--- config.mk ---
export PLATFORM = sky130hd
export DESIGN_NAME = bet_entry_ctrl
export DESIGN_NICKNAME = d
export VERILOG_FILES = /design/src/rtl/bet_pkg.sv /design/src/rtl/bet_table.sv /design/src/rtl/bet_entry_ctrl.sv
export SDC_FILE = /design/constraint.sdc
export NUM_CORES = 1
export LEC_CHECK = 0
export ABC_AREA = 1
export BUFFER_PORTS_ARGS = -buffer_cell sky130_fd_sc_hd__buf_2
export CORE_AREA = 2 2 133 200
export DETAILED_ROUTE_END_ITERATION = 7
export DIE_AREA = 0 0 135 202
export REMOVE_ABC_BUFFERS = 1
export SLEW_MARGIN = 20
export SYNTH_ARGS = -nofsm -noshare
export SYNTH_HDL_FRONTEND = slang
export SYNTH_SLANG_ARGS = --single-unit
export TNS_END_PERCENT = 100
--- constraint.sdc ---
create_clock -name clk -period 9.6 [get_ports clk]
set_clock_uncertainty 0.05 [all_clocks]
set_input_delay 1.92 -clock clk [delete_from_list [all_inputs] [get_ports clk]]
set_output_delay 1.92 -clock clk [all_outputs]
set_load 0.02 [all_outputs]
--- src/rtl/bet_pkg.sv ---
// Shared constants and types for the roulette bet-entry controller.
// Opcode and PS/2 scan-code constants plus the entry FSM state encoding.
package bet_pkg;

    localparam logic [5:0] OP_MAX_BET = 6'd49;
    localparam logic [5:0] OP_SPIN    = 6'd62;
    localparam logic [5:0] OP_INVALID = 6'd63;

    localparam logic [7:0] PS2_BREAK = 8'hF0;
    localparam logic [7:0] PS2_EXT   = 8'hE0;
    localparam logic [7:0] PS2_ESC   = 8'h76;

    typedef enum logic [2:0] {
        ST_ENTRY,
        ST_BRK,
        ST_LOOKUP,
        ST_SPIN_WAIT,
        ST_DRAIN
    } state_e;

    function automatic logic is_bet_op(input logic [5:0] op);
        return op <= OP_MAX_BET;
    endfunction

endpackage

--- src/rtl/bet_table.sv ---
// Bet table: MAX_BETS slots of {opcode, chips}, match/allocate/increment/clear,
// running committed-chip total and an indexed read port used while draining.
module bet_table
    import bet_pkg::*;
#(
    parameter int MAX_BETS = 8,
    parameter int CHIP_W   = 8,
    parameter int CREDIT_W = 16,
    parameter int CNT_W    = $clog2(MAX_BETS + 1),
    parameter int IDX_W    = $clog2(MAX_BETS)
) (
    input  logic                clk,
    input  logic                rst_n,
    input  logic                add_en,
    input  logic [5:0]          add_op,
    input  logic                clr,
    input  logic [CREDIT_W-1:0] credit,
    output logic                add_ok,
    output logic [CNT_W-1:0]    bet_count,
    output logic [CREDIT_W-1:0] committed,
    input  logic [IDX_W-1:0]    rd_idx,
    output logic [5:0]          rd_opcode,
    output logic [CHIP_W-1:0]   rd_chips
);

    logic [MAX_BETS-1:0]             valid_q, valid_d;
    logic [MAX_BETS-1:0][5:0]        op_q, op_d;
    logic [MAX_BETS-1:0][CHIP_W-1:0] chips_q, chips_d;
    logic [CNT_W-1:0]                count_q, count_d;
    logic [CREDIT_W-1:0]             committed_q, committed_d;

    logic             hit, free;
    logic [IDX_W-1:0] hit_idx, free_idx;
    logic             credit_ok;

    // Slots fill from index 0 and are only ever cleared all at once, so
    // occupied slots are always contiguous starting at 0.
    always_comb begin
        hit      = 1'b0;
        hit_idx  = '0;
        free     = 1'b0;
        free_idx = '0;
        for (int i = 0; i < MAX_BETS; i++) begin
            if (valid_q[i] && op_q[i] == add_op && !hit) begin
                hit     = 1'b1;
                hit_idx = IDX_W'(i);
            end
            if (!valid_q[i] && !free) begin
                free     = 1'b1;
                free_idx = IDX_W'(i);
            end
        end
    end

    // >= rather than == so a credit drop below the committed total blocks adds.
    assign credit_ok = committed_q < credit;
    assign add_ok    = credit_ok && (hit ? (chips_q[hit_idx] != '1) : free);

    always_comb begin
        valid_d     = valid_q;
        op_d        = op_q;
        chips_d     = chips_q;
        count_d     = count_q;
        committed_d = committed_q;
        if (clr) begin
            valid_d     = '0;
            op_d        = '0;
            chips_d     = '0;
            count_d     = '0;
            committed_d = '0;
        end else if (add_en && add_ok) begin
            committed_d = committed_q + CREDIT_W'(1);
            if (hit) begin
                chips_d[hit_idx] = chips_q[hit_idx] + CHIP_W'(1);
            end else begin
                valid_d[free_idx] = 1'b1;
                op_d[free_idx]    = add_op;
                chips_d[free_idx] = CHIP_W'(1);
                count_d           = count_q + CNT_W'(1);
            end
        end
    end

    always_ff @(posedge clk or negedge rst_n) begin
        if (!rst_n) begin
            valid_q     <= '0;
            op_q        <= '0;
            chips_q     <= '0;
            count_q     <= '0;
            committed_q <= '0;
        end else begin
            valid_q     <= valid_d;
            op_q        <= op_d;
            chips_q     <= chips_d;
            count_q     <= count_d;
            committed_q <= committed_d;
        end
    end

    assign bet_count = count_q;
    assign committed = committed_q;
    assign rd_opcode = op_q[rd_idx];
    assign rd_chips  = chips_q[rd_idx];

endmodule

--- src/rtl/bet_entry_ctrl.sv ---
// PS/2 make-code sequencer that builds a roulette bet table and drains it on SPIN.
// Optional feature: define BET_CLEAR_KEY_EN to make ESC (8'h76) clear the table.
module bet_entry_ctrl
    import bet_pkg::*;
#(
    parameter int MAX_BETS = 8,
    parameter int CHIP_W   = 8,
    parameter int CREDIT_W = 16
) (
    input  logic                        clk,
    input  logic                        rst_n,
    input  logic [7:0]                  ps2_data,
    input  logic                        ps2_valid,
    output logic [7:0]                  key_code,
    input  logic [5:0]                  dec_opcode,
    input  logic [CREDIT_W-1:0]         credit,
    output logic [CREDIT_W-1:0]         chips_committed,
    output logic [$clog2(MAX_BETS+1)-1:0] bet_count,
    output logic                        bet_accept,
    output logic                        bet_reject,
    output logic                        spin_req,
    input  logic                        spin_ack,
    output logic                        bet_valid,
    input  logic                        bet_ready,
    output logic [5:0]                  bet_opcode_out,
    output logic [CHIP_W-1:0]           bet_chips_out,
    output logic                        busy
);

    localparam int CNT_W = $clog2(MAX_BETS + 1);
    localparam int IDX_W = $clog2(MAX_BETS);

    state_e           state_q, state_d;
    logic [7:0]       key_code_q, key_code_d;
    logic             accept_q, accept_d;
    logic             reject_q, reject_d;
    logic [IDX_W-1:0] drain_idx_q, drain_idx_d;

    logic             add_en, add_ok, tbl_clr;
    logic [5:0]       rd_opcode;
    logic [CHIP_W-1:0] rd_chips;
    logic             drain_last, drain_fire;

    bet_table #(
        .MAX_BETS (MAX_BETS),
        .CHIP_W   (CHIP_W),
        .CREDIT_W (CREDIT_W)
    ) u_table (
        .clk       (clk),
        .rst_n     (rst_n),
        .add_en    (add_en),
        .add_op    (dec_opcode),
        .clr       (tbl_clr),
        .credit    (credit),
        .add_ok    (add_ok),
        .bet_count (bet_count),
        .committed (chips_committed),
        .rd_idx    (drain_idx_q),
        .rd_opcode (rd_opcode),
        .rd_chips  (rd_chips)
    );

    assign drain_fire = (state_q == ST_DRAIN) && bet_ready;
    assign drain_last = CNT_W'(drain_idx_q) == (bet_count - CNT_W'(1));

    always_ff @(posedge clk or negedge rst_n) begin
        if (!rst_n) begin
            state_q     <= ST_ENTRY;
            key_code_q  <= 8'h00;
            accept_q    <= 1'b0;
            reject_q    <= 1'b0;
            drain_idx_q <= '0;
        end else begin
            state_q     <= state_d;
            key_code_q  <= key_code_d;
            accept_q    <= accept_d;
            reject_q    <= reject_d;
            drain_idx_q <= drain_idx_d;
        end
    end

    always_comb begin
        state_d     = state_q;
        key_code_d  = key_code_q;
        drain_idx_d = drain_idx_q;
        case (state_q)
            ST_ENTRY: begin
                if (ps2_valid) begin
                    if (ps2_data == PS2_BREAK) begin
                        state_d = ST_BRK;
                    end else if (ps2_data != PS2_EXT) begin
                        key_code_d = ps2_data;
                        state_d    = ST_LOOKUP;
                    end
                end
            end
            ST_BRK: begin
                if (ps2_valid) state_d = ST_ENTRY;
            end
            ST_LOOKUP: begin
                state_d = ST_ENTRY;
`ifdef BET_CLEAR_KEY_EN
                if (key_code_q != PS2_ESC && dec_opcode == OP_SPIN && bet_count != '0)
                    state_d = ST_SPIN_WAIT;
`else
                if (dec_opcode == OP_SPIN && bet_count != '0)
                    state_d = ST_SPIN_WAIT;
`endif
            end
            ST_SPIN_WAIT: begin
                if (spin_ack) begin
                    state_d     = ST_DRAIN;
                    drain_idx_d = '0;
                end
            end
            ST_DRAIN: begin
                if (drain_fire) begin
                    if (drain_last) begin
                        state_d     = ST_ENTRY;
                        drain_idx_d = '0;
                    end else begin
                        drain_idx_d = drain_idx_q + IDX_W'(1);
                    end
                end
            end
            default: state_d = ST_ENTRY;
        endcase
    end

    // Table actions and registered accept/reject pulses.
    always_comb begin
        add_en   = 1'b0;
        tbl_clr  = 1'b0;
        accept_d = 1'b0;
        reject_d = 1'b0;
        if (state_q == ST_LOOKUP) begin
`ifdef BET_CLEAR_KEY_EN
            if (key_code_q == PS2_ESC) begin
                tbl_clr  = 1'b1;
                accept_d = 1'b1;
            end else
`endif
            begin
                if (is_bet_op(dec_opcode)) begin
                    add_en   = 1'b1;
                    accept_d = add_ok;
                    reject_d = !add_ok;
                end else if (dec_opcode == OP_SPIN) begin
                    accept_d = bet_count != '0;
                    reject_d = bet_count == '0;
                end else begin
                    reject_d = 1'b1;
                end
            end
        end
        if (drain_fire && drain_last) tbl_clr = 1'b1;
    end

    assign key_code       = key_code_q;
    assign bet_accept     = accept_q;
    assign bet_reject     = reject_q;
    assign spin_req       = state_q == ST_SPIN_WAIT;
    assign busy           = (state_q == ST_SPIN_WAIT) || (state_q == ST_DRAIN);
    assign bet_valid      = state_q == ST_DRAIN;
    assign bet_opcode_out = bet_valid ? rd_opcode : 6'd0;
    assign bet_chips_out  = bet_valid ? rd_chips : '0;

endmodule

==> impl_metrics.tcl <==
set metrics [dict create \
    outcome "completed" \
    power.internal_mw 1.804 \
    max_slew_margin_pct 26.81 \
    cts_num_sinks 156 \
    hold_viol_final 0 \
    period_share_pct 71.59 \
    vias 12010 \
    area_growth_pct 10.54 \
    share_comb_of_total_power_pct 47.2 \
    die-area_sq_um 27270 \
    ant_nets 0 \
    ys_top_cells_by_area "dfrtp_1, nand2_1, o21ai_0" \
    r2r_start "u_table.op_q[46]$_DFFE_PN0P_" \
    cts-root-buf "clkbuf_16" \
    place_hpwl_mm 31.18 \
    crit_arrival_ns 7.19 \
    path_cells "buf_2, inv_1, nand2_1, o21ai_1, nor2_1, nand2_1, nor3_4, nand4_4, nand2_4, o21ai_0, nand2_1, o21ai_0, nor2_1, inv_1, ha_1, nand2_1, nor2_4, nand3_4, nand3_4, nand2_4, nand2_1, o21ai_0" \
    crit_required_ns 9.91 \
    io-pin-count 82 \
    cap_violations 0 \
    track_usage_pct 32.30 \
    synth_xor_area_share_pct 1.697 \
    worstSetupPathType "in -> reg" \
    rsz0062_at_grt "no" \
    tightest_slew_ns 1.091 \
    clk_latency_ns 0.47 \
    grt-ovfl-total 0 \
    cp_top_family "simple AND/OR/NAND/NOR gates" \
    synth_fa_ha_area_share_pct 2.203 \
    core_area_sq_um 25580 \
    fmax_mhz 145.5 \
    yosysTopAreaCell "dfrtp_1" \
    row_count 72 \
    antennaDiodeCount 0 \
    synthCells 1713 \
    drv_slew 0 \
    power_mw 3.564 \
    synth.top_cell.area_share_pct 34.37 \
    synth-simple-area-share_pct 33.52 \
    power_per_cell_area_nw_per_um2 283.9 \
    clk_pin_slew_ns 0.07 \
    hold_start "u_table.op_q[35]$_DFFE_PN0P_" \
    synth-async-reset-ratio_pct 100.0 \
    switching_share_pct 49.38 \
    crit_path_end_kind "flip-flop" \
    crit_path_top_delay_cell "nand2_4" \
    routabilityCongestion 0.9276 \
    cts_hold_buf 0 \
    critPathMaxFanout 80 \
    critPathLaunchType "primary input" \
    die_width_um 135 \
    cts_buffers 17 \
    portBuffers 81 \
    yosysSeqAreaShare_pct 34.37 \
    grt_pass1_vias 11530 \
    critPathMostFrequentCell "nand2_1" \
    synth.distinct_cells 55 \
    fin_crit_ns 6.873 \
    routed_wl_mm 43.32 \
    synth_top_family_by_area "simple AND/OR/NAND/NOR gates" \
    syn_avg_cell_area_sq_um 6.630 \
    rrSetupSlack_ns 4.06 \
    clock_path_buffers 2 \
    via_per_inst 5.721 \
    seq_power_share_pct 31.9 \
    start_util_pct 44.39 \
    ys_ff_latch 156 \
    reg2regPathDepth 19 \
    chipHeight_um 202 \
    crit_buf_inv 3 \
    hold_path_class "reg -> reg" \
    tns_ns 0 \
    rr_endpoint "u_table.valid_q[7]$_DFFE_PN0P_" \
    leakagePower_nw 6.111 \
    drive_gt1_share_pct 10.87 \
    hold_depth 2 \
    nets 1808 \
    fin_util_pct 49.07 \
    grt_pass1_wl_mm 66.12 \
    synth_compound_area_share_pct 17.38 \
    synth_enable_flop_cells 0 \
    irDropWorstVdd_mv 0.1400 \
    post_cts_resized 0 \
    drt_iter0_markers 984 \
    finalSetupViolCount 0 \
    synth_mux_area_share_pct 0.1983 \
    grt_max_degree 83 \
    p_switching_mw 1.760 \
    routedWlPerCell_um 20.64 \
    critPathMaxStageDelay_ns 0.74 \
    grt_antenna_before_repair 0 \
    synth_area_sq_um 11360 \
    holdPathEnd "u_table.op_q[35]$_DFFE_PN0P_" \
    post-route-drc-count 0 \
    ys.flop_type "dfrtp_1" \
    yosysWarnings 0 \
    p_clk_share_pct 20.9 \
    drtPass1Iterations 6 \
    clock_tree.htree_level_count 4 \
    post_cts_buffers 0 \
    cts_tree "done" \
]
[worst min-delay path, delay by kind of cell, from the launching register on]
family,cells,cell delay (ns)
and+or+nand+nor,2,0.11
DFF,1,0.35
[cells in the mapped netlist, drive strengths merged, types with 2 or more instances]
| library cell | number |
|---|---|
| a21boi | 2 |
| nor4 | 10 |
| a211oi | 4 |
| mux2 | 2 |
| or2 | 6 |
| nand4 | 68 |
| o311ai | 6 |
| clkinv | 3 |
| o211ai | 6 |
| o31ai | 9 |
| clkbuf | 44 |
| nand2 | 539 |
| a31oi | 17 |
| nor3 | 23 |
| o21ai | 197 |
| inv | 206 |
| xor2 | 15 |
| o22ai | 6 |
| dfrtp | 156 |
| a21oi | 112 |
| nand3 | 99 |
| buf | 36 |
| nor2 | 108 |
| xnor2 | 7 |
| ha | 20 |
| nand3b | 4 |
| o21bai | 2 |
[power groups by stage]
stage | Clock, mW | Combinational [mW] | Sequential [mW]
6_report | 0.746 | 1.68 | 1.14
5_1_grt | 0.784 | 1.89 | 1.16
4_1_cts | 0.756 | 1.67 | 1.13
3_5_place_dp | 0 | 1.66 | 1.14
3_3_place_gp | 0 | 1.64 | 1.14
2_1_floorplan | 0 | 1.06 | 1.13
[state kept, by name, summed over array words and instances, names as in the netlist]
name / cells
bet_accept: 1
bet_reject: 1
drain_idx_q: 3
key_code: 8
state_q: 3
u_table.bet_count: 4
u_table.chips_q: 64
u_table.committed: 16
u_table.op_q: 48
u_table.valid_q: 8
[stage by stage]
step                      area, sq um  hold WS [ns]  setup WS (ns)  std cells
after floorplan                 10940        0.3919          3.469       1633
after CTS                       12550        0.4311          2.760       2099
final                           12550        0.4291          2.727       2099
after detailed placement        11930        0.4126          2.250       2067
after global routing            12550        0.4579          2.050       2099
after global placement          11930        0.4068          2.480       2067
[how the worst max path moves through the flow]
stage	to	cells after the start	slack, ns	start
global route	u_table.valid_q[4]$_DFFE_PN0P_	22	2.05	dec_opcode[5]
CTS	u_table.valid_q[7]$_DFFE_PN0P_	24	2.76	dec_opcode[2]
floorplan	u_table.bet_count[2]$_DFFE_PN0P_	15	3.47	dec_opcode[0]
detailed placement	u_table.valid_q[7]$_DFFE_PN0P_	24	2.25	dec_opcode[2]
global placement	u_table.valid_q[4]$_DFFE_PN0P_	25	2.48	dec_opcode[2]
finish	u_table.valid_q[7]$_DFFE_PN0P_	22	2.73	dec_opcode[5]
[final cells by class]
class                   instances  area [sq um]
clock inverters                15         201.4
inverters                     209         789.5
clock buffers                  17         425.4
well taps                     333         416.7
fillers                      2775         13030
multi-input cells            1268          6255
flip-flops and latches        156          3905
repair buffers                101         561.8
[cell usage in the layout (no fill, tap or decap), types with 20 or more instances in the layout]
master   count
a21oi_1    111
buf_2       80
buf_4       20
dfrtp_1    155
ha_1        20
inv_1      194
nand2_1    532
nand3_1     93
nand4_1     67
nor2_1      91
nor3_1      21
o21ai_0    184
[cells by family (layout without fill, tap and decap cells)]
| kind of cell | count (synthesis) | in the layout |
|---|---|---|
| muxes | 2 | 2 |
| buffers and inverters | 289 | 342 |
| AOI/OAI and AO/OA | 365 | 365 |
| xor gates and xnor gates | 22 | 22 |
| adders and majority gates | 20 | 20 |
| and+or+nand+nor | 859 | 859 |
| DFF | 156 | 156 |
[per-layer routing]
metal	GRT usage [%]	wire [um]	vias to the layer above	part of all wire [%]
li1	-	-	5722	-
met1	34.41	15820	5613	37
met2	56.16	21490	489	50
met3	5.192	2227	184	5.1
met4	25.11	3784	0	8.7
met5	0	0	-	0
(Power assumes the default switching activity.)
